<file path="config.mk">
export PLATFORM = sky130hd
export DESIGN_NAME = eth_pcs_tx_scrambler_flat
export DESIGN_NICKNAME = d
export VERILOG_FILES = /design/src/rtl/eth_pcs_tx_scrambler_if.sv /design/src/rtl/eth_pcs_tx_scrambler.sv /design/src/flat_wrapper.sv
export SDC_FILE = /design/constraint.sdc
export NUM_CORES = 1
export LEC_CHECK = 0
export ABC_AREA = 1
export ABC_CLOCK_PERIOD_IN_PS = 1700
export BUFFER_PORTS_ARGS = -buffer_cell sky130_fd_sc_hd__buf_2
export CORE_ASPECT_RATIO = 1.1
export CORE_MARGIN = 3
export CORE_UTILIZATION = 40
export DETAILED_ROUTE_END_ITERATION = 16
export HOLD_SLACK_MARGIN = 0.12
export SLEW_MARGIN = 20
export SYNTH_ARGS = -nofsm -noshare
export SYNTH_HDL_FRONTEND = slang
export SYNTH_SLANG_ARGS = --single-unit
</file>
<file path="constraint.sdc">
create_clock -name i_clk -period 1.7 [get_ports i_clk]
set_input_delay 0.17 -clock i_clk [delete_from_list [all_inputs] [get_ports i_clk]]
set_output_delay 0.17 -clock i_clk [all_outputs]
set_load 0.02 [all_outputs]
</file>
<file path="src/rtl/eth_pcs_tx_scrambler_if.sv">
// Encoder-to-scrambler block handshake: one 66-bit block (payload + sync header) per valid/ready transfer.
// master = encoder side, slave = scrambler side.
interface eth_pcs_tx_scrambler_if #(
  parameter int W_BLK  = 64,
  parameter int W_SYNC = 2
);
  logic              blk_valid;
  logic [W_BLK-1:0]  blk_data;
  logic [W_SYNC-1:0] blk_sync;
  logic              blk_ready;

  modport master (output blk_valid, blk_data, blk_sync, input blk_ready);
  modport slave  (input blk_valid, blk_data, blk_sync, output blk_ready);
endinterface

</file>
<file path="src/rtl/eth_pcs_tx_scrambler.sv">
// TX PCS x^58+x^39+1 scrambler feeding the gearbox one chunk per enabled cycle; idle block inserted on underflow.
// Accepted block shows at next chunk 0; ready only at the last enabled chunk. ETH_PCS_TX_SCR_BYPASS_EN adds i_scr_bypass.
module eth_pcs_tx_scrambler #(
  parameter int          W_DATA          = 32,
  parameter int          W_SYNC          = 2,
  parameter int          W_BLK           = 64,
  parameter int          W_TRANS_PER_BLK = 1,
  parameter logic [57:0] SCR_SEED        = 58'h3FF_FFFF_FFFF_FFFF
) (
  input  logic                       i_clk,
  input  logic                       i_reset,
  eth_pcs_tx_scrambler_if.slave      blk_if,
`ifdef ETH_PCS_TX_SCR_BYPASS_EN
  input  logic                       i_scr_bypass,
`endif
  input  logic                       i_clk_en,
  input  logic [W_TRANS_PER_BLK-1:0] i_trans_cnt,
  output logic [W_DATA-1:0]          o_scr_data,
  output logic [W_SYNC-1:0]          o_sync_data,
  output logic                       o_lblock,
  output logic [15:0]                o_underflow_cnt
);
  localparam int TRANS_PER_BLK = W_BLK / W_DATA;
  localparam logic [W_TRANS_PER_BLK-1:0] LAST_TRANS = W_TRANS_PER_BLK'(TRANS_PER_BLK - 1);
  localparam logic [W_BLK-1:0]  LBLOCK_DATA = W_BLK'(8'h1E);
  localparam logic [W_SYNC-1:0] LBLOCK_SYNC = W_SYNC'(2'b01);

  logic [W_BLK-1:0]           q_blk;
  logic [W_SYNC-1:0]          q_sync;
  logic [57:0]                q_scr;
  logic [15:0]                q_underflow_cnt;
  logic [W_TRANS_PER_BLK-1:0] trans_idx;
  logic [W_DATA-1:0]          chunk;
  logic [W_DATA-1:0]          scr_chunk;
  logic [57:0]                scr_hist;
  logic                       blk_ready;
  logic                       scr_bypass;

`ifdef ETH_PCS_TX_SCR_BYPASS_EN
  assign scr_bypass = i_scr_bypass;
`else
  assign scr_bypass = 1'b0;
`endif

  // Out-of-range transfer indices behave as the last chunk of the block.
  assign trans_idx = (int'(i_trans_cnt) >= TRANS_PER_BLK) ? LAST_TRANS : i_trans_cnt;
  assign chunk     = q_blk[int'(trans_idx)*W_DATA +: W_DATA];

  // scr_hist[0] is the latest scrambled bit, so taps 39/58 sit at [38]/[57].
  always_comb begin
    scr_hist  = q_scr;
    scr_chunk = '0;
    for (int j = 0; j < W_DATA; j++) begin
      scr_chunk[j] = chunk[j] ^ scr_hist[38] ^ scr_hist[57];
      scr_hist     = {scr_hist[56:0], scr_chunk[j]};
    end
  end

  assign blk_ready        = i_clk_en && (trans_idx == LAST_TRANS) && !i_reset;
  assign blk_if.blk_ready = blk_ready;
  assign o_lblock         = blk_ready && !blk_if.blk_valid;
  assign o_scr_data       = scr_bypass ? chunk : scr_chunk;
  assign o_sync_data      = q_sync;
  assign o_underflow_cnt  = q_underflow_cnt;

  always_ff @(posedge i_clk) begin
    if (i_reset) begin
      q_scr           <= SCR_SEED;
      q_blk           <= LBLOCK_DATA;
      q_sync          <= LBLOCK_SYNC;
      q_underflow_cnt <= '0;
    end else begin
      if (i_clk_en && !scr_bypass) begin
        q_scr <= scr_hist;
      end
      if (blk_ready) begin
        if (blk_if.blk_valid) begin
          q_blk  <= blk_if.blk_data;
          q_sync <= blk_if.blk_sync;
        end else begin
          q_blk  <= LBLOCK_DATA;
          q_sync <= LBLOCK_SYNC;
          if (q_underflow_cnt != 16'hFFFF) begin
            q_underflow_cnt <= q_underflow_cnt + 16'd1;
          end
        end
      end
    end
  end
endmodule

</file>
<file path="src/flat_wrapper.sv">
// flat-port wrapper written by rule: the top's interface ports become plain ports
module eth_pcs_tx_scrambler_flat 
#(
  parameter int          W_DATA          = 32,
  parameter int          W_SYNC          = 2,
  parameter int          W_BLK           = 64,
  parameter int          W_TRANS_PER_BLK = 1,
  parameter logic [57:0] SCR_SEED        = 58'h3FF_FFFF_FFFF_FFFF
)
  (i_clk, i_reset, i_clk_en, i_trans_cnt, o_scr_data, o_sync_data, o_lblock, o_underflow_cnt, blk_if_blk_valid, blk_if_blk_data, blk_if_blk_sync, blk_if_blk_ready);
  eth_pcs_tx_scrambler_if #(.W_BLK(W_BLK), .W_SYNC(W_SYNC)) blk_if_i ();
  input  logic i_clk;
  input  logic i_reset;
  input  logic i_clk_en;
  input  logic [W_TRANS_PER_BLK-1:0] i_trans_cnt;
  output logic [W_DATA-1:0] o_scr_data;
  output logic [W_SYNC-1:0] o_sync_data;
  output logic o_lblock;
  output logic [15:0] o_underflow_cnt;
  input wire logic [$bits(blk_if_i.blk_valid)-1:0] blk_if_blk_valid;
  input wire logic [$bits(blk_if_i.blk_data)-1:0] blk_if_blk_data;
  input wire logic [$bits(blk_if_i.blk_sync)-1:0] blk_if_blk_sync;
  output wire logic [$bits(blk_if_i.blk_ready)-1:0] blk_if_blk_ready;
  assign blk_if_i.blk_valid = blk_if_blk_valid;
  assign blk_if_i.blk_data = blk_if_blk_data;
  assign blk_if_i.blk_sync = blk_if_blk_sync;
  assign blk_if_blk_ready = blk_if_i.blk_ready;
  eth_pcs_tx_scrambler #(.W_DATA(W_DATA), .W_SYNC(W_SYNC), .W_BLK(W_BLK), .W_TRANS_PER_BLK(W_TRANS_PER_BLK), .SCR_SEED(SCR_SEED)) u_core (.i_clk(i_clk), .i_reset(i_reset), .blk_if(blk_if_i), .i_clk_en(i_clk_en), .i_trans_cnt(i_trans_cnt), .o_scr_data(o_scr_data), .o_sync_data(o_sync_data), .o_lblock(o_lblock), .o_underflow_cnt(o_underflow_cnt));
endmodule
</file>
# == After elaboration in Yosys (flattened, before gate mapping) ==
# Index checks and enable logic that the tools add are counted.
# op_classes
add_sub_neg,1
n_eq_ne,1
n_shift,1
mux,2
n_bitwise,65
n_reduce_logical,6
# op_table
operator,n
$mux W64,1
$shiftx A64 B7 Y32,1
$xor A1 B1 Y1,64
$add A16 B1 Y16 const B,1
$ne A16 B16 Y1 const B,1
$logic_and A1 B1 Y1,3
$reduce_and A3 Y1,1
$logic_not A1 Y1,2
$mux W2,1
$not A1 Y1,1
# totals
regBits,140
inputBits,71
wordCells,80

# == Longest topological paths before layout ==
# Gate-level depths: netlist of the first run.
# logic_depth
ltp_word,3
depth_mapped,11

# == Worst setup path after synthesis of the first run ==
# OpenSTA, ideal clock, no wires.
# synth_path
path_kind,register -> register
startpoint,register u_core.q_underflow_cnt[1] (netlist: u_core.o_underflow_cnt[1])
endpoint,register u_core.q_underflow_cnt[13] (netlist: u_core.o_underflow_cnt[13])
setup_time_ns,0.066
arrival_ns,1.524
required_ns,1.634
slack_ns,0.110
stages_incl_launch_ff,11
path_buffers,1
period_less_slack_ns,1.590
cell_sequence,dfxtp_1 > ha_1 > nand2_1 > nor2_2 > nand2_2 > nor2_4 > nand2_4 > nand2_4 > buf_12 > nand2_2 > a21oi_2
# synth_between
elab_chain_len,2
# synth_lines
item,line,text
from (decl),eth_pcs_tx_scrambler.sv:31,logic [15:0] q_underflow_cnt;
from (signal assigned),eth_pcs_tx_scrambler.sv:84,q_underflow_cnt <= q_underflow_cnt + 16'd1;
branches (longest 2 deep; another with $add A16 B1 Y16),n/a,
# Parallel ways; which one is timed is not known.
# A chain may end at the register's enable or synchronous reset.

# == Worst setup path in the final report of the first run ==
# layout_path
startpoint,register u_core.q_blk[9]
endpoint,output o_scr_data[9]
# layout_between
elab_chain_len,3
# layout_lines
item,line,text
from (decl),eth_pcs_tx_scrambler.sv:28,logic [W_BLK-1:0] q_blk;
from (signal assigned),eth_pcs_tx_scrambler.sv:78,q_blk <= blk_if.blk_data;
$shiftx A64 B7 Y32,eth_pcs_tx_scrambler.sv:47,assign chunk = q_blk[int'(trans_idx)*W_DATA +: W_DATA];
$xor A1 B1 Y1 (2 in a row),eth_pcs_tx_scrambler.sv:54,scr_chunk[j] = chunk[j] ^ scr_hist[38] ^ scr_hist[57];
to (decl),flat_wrapper.sv:16,output logic [W_DATA-1:0] o_scr_data;
# No other way between the ends.

==> results of run 1 <==
## layout make-up
cell class / instances / area, um^2
Inverter: 55 / 209
Clock buffer: 21 / 460
Multi-Input combinational cell: 624 / 3210
Tap cell: 196 / 245
Sequential cell: 140 / 2810
Fill cell: 1505 / 6790
Clock inverter: 11 / 166
Timing Repair Buffer: 208 / 1520
## stage by stage
step | util [%] | instances | cell area, um^2
after floorplan | - | 877 | 6420
after global placement | 46.9 | 1157 | 7230
after detailed placement | 46.9 | 1157 | 7230
after CTS | 55.4 | 1255 | 8540
after global routing | 55.9 | 1255 | 8610
final | 55.9 | 1255 | 8610
## cell usage in the layout, fill, tap and decap left out, drive strengths merged
| master | synthesis | layout |
|---|---|---|
| inv | 54 | 54 |
| nor2 | 32 | 32 |
| a21oi | 103 | 103 |
| nand3b | 1 | 1 |
| bufinv | 0 | 4 |
| nand2 | 264 | 264 |
| nand3 | 102 | 102 |
| xor2 | 2 | 2 |
| o211ai | 5 | 5 |
| clkbuf | 35 | 21 |
| dlygate4sd3 | 0 | 66 |
| dfxtp | 140 | 140 |
| o21ai | 42 | 42 |
| xnor2 | 65 | 65 |
| buf | 23 | 142 |
| clkinv | 1 | 5 |
| clkinvlp | 0 | 3 |
| ha | 1 | 1 |
| nand4 | 7 | 7 |
## state kept, by name, indices dropped and copies added (netlist names)
signal / cells
u_core.o_sync_data: 2
u_core.q_blk: 64
u_core.o_underflow_cnt: 16
u_core.q_scr: 58
## logic make-up (layout without fill, tap and decap cells)
| family | after synthesis | after routing | share of synthesized area [%] |
|---|---|---|---|
| compound gates | 150 | 150 | 12.4 |
| xor+xnor | 67 | 67 | 9.14 |
| fa+ha+maj | 1 | 1 | 0.195 |
| buf+inv | 113 | 295 | 7.49 |
| flops | 140 | 140 | 43.7 |
| simple gates | 406 | 406 | 27.1 |
## layer usage
metal	wire, um	track usage (%)	share of wire (%)	vias to the layer above
met4	451	7.79	2.4	0
met5	0	0	0	-
met2	8370	31.5	44	152
met1	9090	31.2	48	2788
met3	906	4.08	4.8	36
li1	-	-	-	3175
## cell usage after synthesis (all sizes together)
library cell and n:
o211ai 5, clkinv 1, dfxtp 140, nand3b 1
clkbuf 35, nand2 264, inv 54, xor2 2
xnor2 65, buf 23, ha 1, nor2 32
nand4 7, a21oi 103, o21ai 42, nand3 102
## what timing repair did
item,in CTS,in global routing
endpoints found under the setup margin,17,35
resized for setup,20,31
pin swaps,1,1
hold buffers,66,0
setup buffers,0,0
hold endpoints to repair,66,0
## how the worst min path moves through the flow
stage / cells past startpoint / from / end
finish: 4 / i_reset / u_core.o_sync_data[0]
floorplan: 2 / blk_if_blk_sync[0] / u_core.o_sync_data[0]
CTS: 4 / i_reset / u_core.o_sync_data[0]
detailed placement: 3 / blk_if_blk_sync[0] / u_core.o_sync_data[0]
global placement: 3 / blk_if_blk_data[4] / u_core.q_blk[4]
global route: 4 / i_reset / u_core.o_sync_data[0]
## worst max-delay path, stage by stage (launching register included)
cell     delay (ns)
dfxtp_1        0.33
inv_1          0.07
o21ai_1        0.23
xnor2_1        0.20
buf_2          0.22
## power breakdown
part           total [W]  leakage, nW  switching, W  internal [W]
logic            0.00152         2.06      0.000875      0.000647
clock network    0.00393        0.299       0.00141       0.00253
registers        0.00360         1.15      0.000136       0.00346
total            0.00905         3.51       0.00242       0.00663
==> impl_metrics.yaml, run 1 <==
run_status:
  status: "completed"
sta:
  finalSetupViolCount: 0
  post-route-period-util_pct: 96.9
  finClkSkew_ns: 0.00696
  finalSetupTns_ns: 0
  worstMarginPinSlew_ns: 0.567
  layout_min_cycle_time_ns: 1.65
  rsz0062_at_grt: "no"
  max_clock_freq_mhz: 607
  slew_headroom_pct: 62.2
  hold_viol: 0
  maxSlewViolCount: 0
  setup_ws_ns: 0.0522
  fin_hold_ws_ns: 0.135
layout:
  area_growth_pct: 34.2
  diodes: 0
  drive_gt1_share_pct: 20.3
  nets: 1118
routing:
  route.detailed.drc: 0
  wl_per_cell_um: 15.0
  vias: 6151
  firstDrtPassIters: 5
  drtIter0Drc: 419
  routed_wirelength_mm: 18.8
  via_per_inst: 4.90
  postRouteAntennaNets: 0
power:
  total_power_w: 0.00905
  vdd_ir_drop_max_v: 0.000837
  cellPowerDensity_nw_per_um2: 1050
  p_leak_nw: 3.51
floorplanning:
  rows: 47
  die_w_um: 127
  die_h_um: 139
  ios: 123
  dieArea_um2: 17600
  initial_core_util_pct: 41.7
  core_um2: 15400
yosys:
  yosys_warnings: 0
  synth_cell_types: 30
  yosysSeqAreaShare_pct: 43.7
  synth_seq_cells: 140
  syn_inst: 877
  syn_avg_cell_area_um2: 7.32
  syn_area_um2: 6420
  yosys.area.top_type: "dfxtp_1"
  synth.top_cells.by_area: "dfxtp_1 (44%), nand2_1 (15%), xnor2_1 (8.9%), nand3_1 (8.0%), a21oi_1 (7.4%)"
  synth_top_area_share_pct: 43.7
  syn_nets: 949
setup_path:
  crit_fanout: 2
  cp-startpoint: "u_core.q_blk[9]"
  rr_worst_depth: 9
  crit_required_ns: 1.53
  cp-end-kind: "primary output"
  start_kind: "flip-flop"
  regToRegSetupSlack_ns: 0.20
  crit_arrival_ns: 1.48
  r2r-end: "u_core.o_underflow_cnt[7]"
  crit_type: "flip-flop to primary output"
  crit_end: "o_scr_data[9]"
  rr_startpoint: "u_core.o_underflow_cnt[0]"
clocking:
  clk_pin_slew_ns: 0.06
  htreeDepth: 4
  cts_tree: "built"
  clockBufferDepth: 2
  clock-sinks: 140
  clock_latency_ns: 0.42
  numCtsBuffers: 17
  clockRootBuffer: "clkbuf_16"
job:
  max-cap-violations: 0
hold_path:
  hp-class: "primary input to flip-flop"
grt:
  grt_antenna_before_repair: 0
  grt_overflow: 0
  grt_pass1_vias: 5794
  grt_pass1_wl_mm: 30.1
  grt_max_degree: 88
  grt_use_total_pct: 21.4
placement:
  place_ws_ns: 0.137
  dp_hpwl_mm: 12.9
  numPortBuffers: 122
  place_congestion: 0.853
No activity file was read; power rests on OpenSTA's default activity.
==> run 2, diff against run 1 <==
--- a/config.mk
+++ b/config.mk
@@ -10,9 +10,10 @@
 export BUFFER_PORTS_ARGS = -buffer_cell sky130_fd_sc_hd__buf_2
 export CORE_ASPECT_RATIO = 1.1
 export CORE_MARGIN = 3
-export CORE_UTILIZATION = 40
+export CORE_UTILIZATION = 55
 export DETAILED_ROUTE_END_ITERATION = 16
 export HOLD_SLACK_MARGIN = 0.12
+export PLACE_DENSITY = 0.79
 export SLEW_MARGIN = 20
 export SYNTH_ARGS = -nofsm -noshare
 export SYNTH_HDL_FRONTEND = slang
==> run 2 against run 1 <==
Global-route usage increased by 9.7 points. Non-clock buffer count rose by 5. Worst hold slack improved by 0.089 ns. Largest power group is now registers. Die area is 26% lower. Sequential share of layout area increased by 0.39 points. Maximum frequency shrank 0.79%. Sequential power about the same. Register-to-register slack worse by 0.12 ns. Highest routed layer unchanged. First-iteration DRC count is 63% higher. Flip-flop and latch count unchanged. Clock power is 8.4% lower.
==> impl_metrics.yaml, run 2 (synthesized netlist as in run 1, its figures left out) <==
routing:
  vias: 6577
  firstDrtPassIters: 6
  routed_wirelength_mm: 19.9
  postRouteAntennaNets: 0
  wl_per_cell_um: 16.4
  route.detailed.drc: 0
  via_per_inst: 5.43
  drtIter0Drc: 685
sta:
  slew_headroom_pct: 68.7
  worstMarginPinSlew_ns: 0.470
  finalSetupViolCount: 0
  max_clock_freq_mhz: 602
  post-route-period-util_pct: 97.7
  setup_ws_ns: 0.0390
  hold_viol: 0
  maxSlewViolCount: 0
  finalSetupTns_ns: 0
  layout_min_cycle_time_ns: 1.66
  finClkSkew_ns: 0.00888
layout:
  final_cell_mix: "nand2_1 (254), dfxtp_1 (138), buf_2 (117)"
  diodes: 0
  largest_reg_flops: 64
  drive_gt1_share_pct: 19.7
  area_growth_pct: 32.6
  nets: 1123
  final_core_util_pct: 76.2
  layout_commonest_cell: "nand2_1"
  instances_no_fill: 1211
  top_register: "u_core.q_blk"
setup_path:
  cp-end-kind: "primary output"
  start_kind: "flip-flop"
  crit_fanout: 2
  crit_required_ns: 1.53
  crit_type: "flip-flop to primary output"
  regToRegSetupSlack_ns: 0.08
  cp-startpoint: "u_core.q_blk[15]"
  rr_worst_depth: 9
  r2r-end: "u_core.o_underflow_cnt[0]"
  crit_end: "o_scr_data[15]"
  rr_startpoint: "u_core.o_underflow_cnt[0]"
  crit_arrival_ns: 1.49
floorplanning:
  dieArea_um2: 13000
  die_w_um: 109
  ios: 123
  core_um2: 11200
  rows: 40
  die_h_um: 119
  initial_core_util_pct: 57.5
job:
  max-cap-violations: 0
grt:
  grt_antenna_before_repair: 0
  grt_overflow: 0
  grt_use_total_pct: 31.1
  grt_pass1_wl_mm: 31.4
  grt_pass1_vias: 6227
  grt_max_degree: 98
power:
  p_leak_nw: 3.50
  total_power_w: 0.00873
  power_frac_comb_pct: 17.4
  clkPwrFrac_pct: 41.2
  p_switching_w: 0.00239
  swShare_pct: 27.4
  internal_power_w: 0.00634
  seq_power_share_pct: 41.3
  cellPowerDensity_nw_per_um2: 1030
  vdd_ir_drop_max_v: 0.000771
placement:
  dp.cells: 1107
  dp_hpwl_mm: 12.2
  place_congestion: 0.913
  place_ws_ns: 0.106
  numPortBuffers: 122
clocking:
  htreeDepth: 4
  clock_latency_ns: 0.42
  numCtsBuffers: 17
  clock-sinks: 140
  clockBufferDepth: 2
  clockRootBuffer: "clkbuf_16"
  clk_pin_slew_ns: 0.06
  cts_tree: "built"
run_status:
  status: "completed"
hold_path:
  hp-class: "primary input to flip-flop"
-- run 2: cell types whose count changed in the layout (fill, tap and decap cells not counted), sizes merged --
cell	before	now
buf	142	146
inv	54	53
clkinv	5	6
clkbuf	21	26
clkinvlp	3	1
bufinv	4	1
dlygate4sd3	66	67
-- run 2: cell type report --
| class | instances | area, um^2 |
|---|---|---|
| sequential | 140 | 2810 |
| fill | 806 | 2650 |
| tap | 147 | 184 |
| clock buffer | 26 | 519 |
| timing repair buffer | 213 | 1550 |
| clock inverter | 6 | 57.6 |
| inverter | 55 | 211 |
| multi-input combinational | 624 | 3180 |
-- run 2: how the worst min path moves through the flow --
stage,from,end,slack [ns],depth (start not counted)
floorplan,blk_if_blk_sync[0],u_core.o_sync_data[0],0.31,2
global placement,blk_if_blk_data[1],u_core.q_blk[1],0.43,3
detailed placement,blk_if_blk_data[2],u_core.q_blk[2],0.43,3
CTS,i_clk_en,u_core.q_blk[33],0.20,4
global route,i_clk_en,u_core.q_blk[59],0.23,4
finish,i_clk_en,u_core.o_sync_data[0],0.22,4
-- run 2: metal layers --
layer	share of wire, %	global-route usage, %	vias to the layer above	routed length, um
met3	8.1	8.24	43	1610
met1	41	40.1	3057	8210
met4	2.5	10.8	0	494
met5	0	0	-	0
met2	48	49.9	295	9590
li1	-	-	3182	-
-- run 2: metrics by stage --
stage / hold WS [ns] / cell area (um^2)
2_1_floorplan: 0.309 / 6420
3_3_place_gp: 0.426 / 7160
3_5_place_dp: 0.428 / 7160
4_1_cts: 0.203 / 8410
5_1_grt: 0.226 / 8510
6_report: 0.224 / 8510
-- run 2: power groups by stage --
stage / combinational [W] / sequential, W / clock [W]
6_report: 0.00152 / 0.00361 / 0.00360
5_1_grt: 0.00164 / 0.00363 / 0.00377
4_1_cts: 0.00146 / 0.00360 / 0.00361
3_5_place_dp: 0.00134 / 0.00367 / 0
3_3_place_gp: 0.00132 / 0.00366 / 0
2_1_floorplan: 0.000910 / 0.00363 / 0
-- run 2: timing repair --
action | 4_1_cts | 5_1_grt
gates resized for setup | 9 | 29
endpoints found under the hold margin | 72 | 0
hold buffers | 67 | 0
endpoints found under the setup margin | 8 | 31
buffers inserted | 0 | 5
pin swaps | 0 | 1
-- run 2: worst max-delay path, cell delays in order (launching register included) --
cell and delay [ns]:
dfxtp_1 0.33, inv_1 0.07, o21ai_1 0.25, xnor2_1 0.20, buf_2 0.21
==> run 3, diff against run 2 <==
--- a/config.mk
+++ b/config.mk
@@ -5,7 +5,6 @@
 export SDC_FILE = /design/constraint.sdc
 export NUM_CORES = 1
 export LEC_CHECK = 0
-export ABC_AREA = 1
 export ABC_CLOCK_PERIOD_IN_PS = 1700
 export BUFFER_PORTS_ARGS = -buffer_cell sky130_fd_sc_hd__buf_2
 export CORE_ASPECT_RATIO = 1.1
@@ -13,7 +12,7 @@
 export CORE_UTILIZATION = 55
 export DETAILED_ROUTE_END_ITERATION = 16
 export HOLD_SLACK_MARGIN = 0.12
-export PLACE_DENSITY = 0.79
+export PLACE_DENSITY = 0.8
 export SLEW_MARGIN = 20
 export SYNTH_ARGS = -nofsm -noshare
 export SYNTH_HDL_FRONTEND = slang
==> run 3 against run 2 <==
Wire length shrank 3.5%. The run now ends with negative setup slack left. Final area shrank 0.85%. Clock power shrank 5.8%.
==> impl_metrics.yaml, run 3 <==
grt:
  grt_pass1_vias: 5797
  grt_overflow: 0
  grt_antenna_before_repair: 0
  grt_pass1_wl_mm: 29.0
  grt_max_degree: 77
  grt_use_total_pct: 30.1
sta:
  layout_min_cycle_time_ns: 1.79
  finClkSkew_ns: 0.00891
  post-route-period-util_pct: 105
  hold_viol: 0
  max_clock_freq_mhz: 559
  maxSlewViolCount: 0
  slew_headroom_pct: 43.7
  setup_ws_ns: -0.0875
  worstMarginPinSlew_ns: 0.845
  rsz0062_at_grt: "yes"
  finalSetupViolCount: 11
  fin_hold_ws_ns: 0.151
  finalSetupTns_ns: -0.552
routing:
  drtIter0Drc: 625
  firstDrtPassIters: 5
  routed_wirelength_mm: 19.2
  postRouteAntennaNets: 0
  route.detailed.drc: 0
  via_per_inst: 5.69
  vias: 5830
  wl_per_cell_um: 18.8
power:
  p_leak_nw: 3.53
  vdd_ir_drop_max_v: 0.000949
  cellPowerDensity_nw_per_um2: 1020
  total_power_w: 0.00859
clocking:
  clock-sinks: 140
  clock_latency_ns: 0.42
  clk_pin_slew_ns: 0.06
  htreeDepth: 4
  cts_tree: "built"
  clockBufferDepth: 2
  clockRootBuffer: "clkbuf_16"
  numCtsBuffers: 17
placement:
  place_congestion: 0.855
  dp_hpwl_mm: 11.2
  numPortBuffers: 122
  dp.cells: 921
yosys:
  syn_avg_cell_area_um2: 9.03
  synth_edf_count: 0
  syn_inst: 674
  synth_seq_cells: 140
  synth.top_cells.by_area: "dfxtp_1 (46%), mux2i_1 (15%), nand2_1 (7.7%), a21oi_1 (5.6%), nand3_1 (5.4%)"
  synth-async-reset-ratio_pct: 0
  synth_top_area_share_pct: 46.1
  yosys_warnings: 0
  synth_commonest_cells: "dfxtp_1 (140), nand2_1 (125), mux2i_1 (91)"
  syn_area_um2: 6080
  yosysSeqAreaShare_pct: 46.1
  yosys.area.top_type: "dfxtp_1"
  synth_most_common_cell: "dfxtp_1"
  synth_ff_type: "dfxtp_1"
  synth_cell_types: 38
  syn_nets: 746
hold_path:
  hp-class: "primary input to flip-flop"
  hold_depth: 3
setup_path:
  start_kind: "flip-flop"
  worstPathCellList: "nand4_1 -> o41ai_2 -> buf_4 -> buf_6 -> nor4_2 -> mux2_2"
  cp-end-kind: "flip-flop"
  slowest_stage: "o41ai_2"
  crit_fanout: 6
  crit_arrival_ns: 2.09
  crit_type: "flip-flop to flip-flop"
  rr_worst_depth: 6
  crit_required_ns: 2.00
  cp_slowest_stage_delay_ns: 0.47
job:
  max-cap-violations: 0
floorplanning:
  initial_core_util_pct: 57.5
  die_w_um: 106
  die_h_um: 116
  ios: 123
  dieArea_um2: 12400
  core_um2: 10600
  rows: 39
layout:
  instances_no_fill: 1024
  final_cell_mix: "dfxtp_1 (126), nand2_1 (124), buf_2 (119)"
  top_register: "u_core.q_blk"
  area_growth_pct: 38.7
  largest_reg_flops: 64
  nets: 942
  final_core_util_pct: 79.7
  drive_gt1_share_pct: 26.7
  diodes: 0
  layout_commonest_cell: "dfxtp_1"
run_status:
  violations: "negative setup slack"
  status: "complete, but fails checks"
==> run 3: cell count changes after synthesis, sizes merged, moves of 6 or more <==
cell	previous run	this run
nand2	264	125
mux2i	0	91
inv	54	5
a21oi	103	68
nand3	102	67
xnor2	65	33
o21ai	42	11
xor2	2	33
nor2	32	11
or3	0	6
==> run 3: power breakdown <==
group | switching (W) | internal (W) | leakage (nW) | total (W)
logic | 0.000889 | 0.000687 | 2.11 | 0.00158
registers | 0.000161 | 0.00346 | 1.15 | 0.00362
clock network | 0.00134 | 0.00205 | 0.268 | 0.00339
total | 0.00239 | 0.00620 | 3.53 | 0.00859
==> run 3: cell type report <==
cell class / count / area, um^2
Multi-Input combinational cell: 479 / 3210
Tap cell: 143 / 179
Clock buffer: 21 / 460
Inverter: 5 / 18.8
Timing Repair Buffer: 227 / 1670
Sequential cell: 140 / 2830
Fill cell: 609 / 2150
Clock inverter: 9 / 72.6
==> run 3: worst max-delay path, delay by kind of cell (launching register included) <==
| family | cells | cell delay [ns] |
|---|---|---|
| compound gates | 1 | 0.47 |
| flops | 1 | 0.37 |
| buf+inv | 2 | 0.32 |
| simple gates | 2 | 0.27 |
| mux | 1 | 0.26 |
==> run 3: path summary, 6_finish.rpt <==
path,slack [ns],from,to
worst max register to register,-0.09,u_core.o_underflow_cnt[9],u_core.o_underflow_cnt[9]
worst min register to register,0.45,u_core.q_blk[49],u_core.q_blk[49]
worst min-delay path,0.15,blk_if_blk_data[55],u_core.q_blk[55]
worst max-delay path,-0.09,u_core.o_underflow_cnt[9],u_core.o_underflow_cnt[9]
==> run 3: what timing repair did <==
action,4_1_cts,5_1_grt
gates resized for setup,4,34
gates cloned,0,1
hold buffers,65,0
pin swaps,0,7
buffers inserted,0,7
setup endpoints to repair,4,22
endpoints found under the hold margin,65,0
==> run 3: metal layers <==
metal / up-vias / part of all wire [%] / global-route usage (%)
met5: - / 0 / 0
met4: 0 / 3.0 / 10.5
met3: 54 / 6.9 / 6.47
met2: 291 / 52 / 55.0
met1: 2784 / 39 / 35.0
li1: 2701 / - / -
==> run 3: logic make-up (layout without fill, tap and decap cells) <==
| family | after synthesis | count (layout) | share of synthesized area [%] |
|---|---|---|---|
| and+or+nand+nor | 230 | 230 | 17.2 |
| xor gates and xnor gates | 66 | 66 | 9.50 |
| adders and majority gates | 1 | 1 | 0.206 |
| buffers and inverters | 55 | 262 | 3.74 |
| DFF | 140 | 140 | 46.1 |
| AOI/OAI and AO/OA | 90 | 90 | 8.18 |
| muxes | 92 | 92 | 15.2 |
==> run 3: through the flow <==
| stage | setup WS [ns] | instance area (um^2) |
|---|---|---|
| 2_1_floorplan | 0.00827 | 6110 |
| 3_3_place_gp | 0.0542 | 7020 |
| 3_5_place_dp | -0.0424 | 7020 |
| 4_1_cts | 0.000291 | 8230 |
| 5_1_grt | -0.151 | 8440 |
| 6_report | -0.0875 | 8440 |
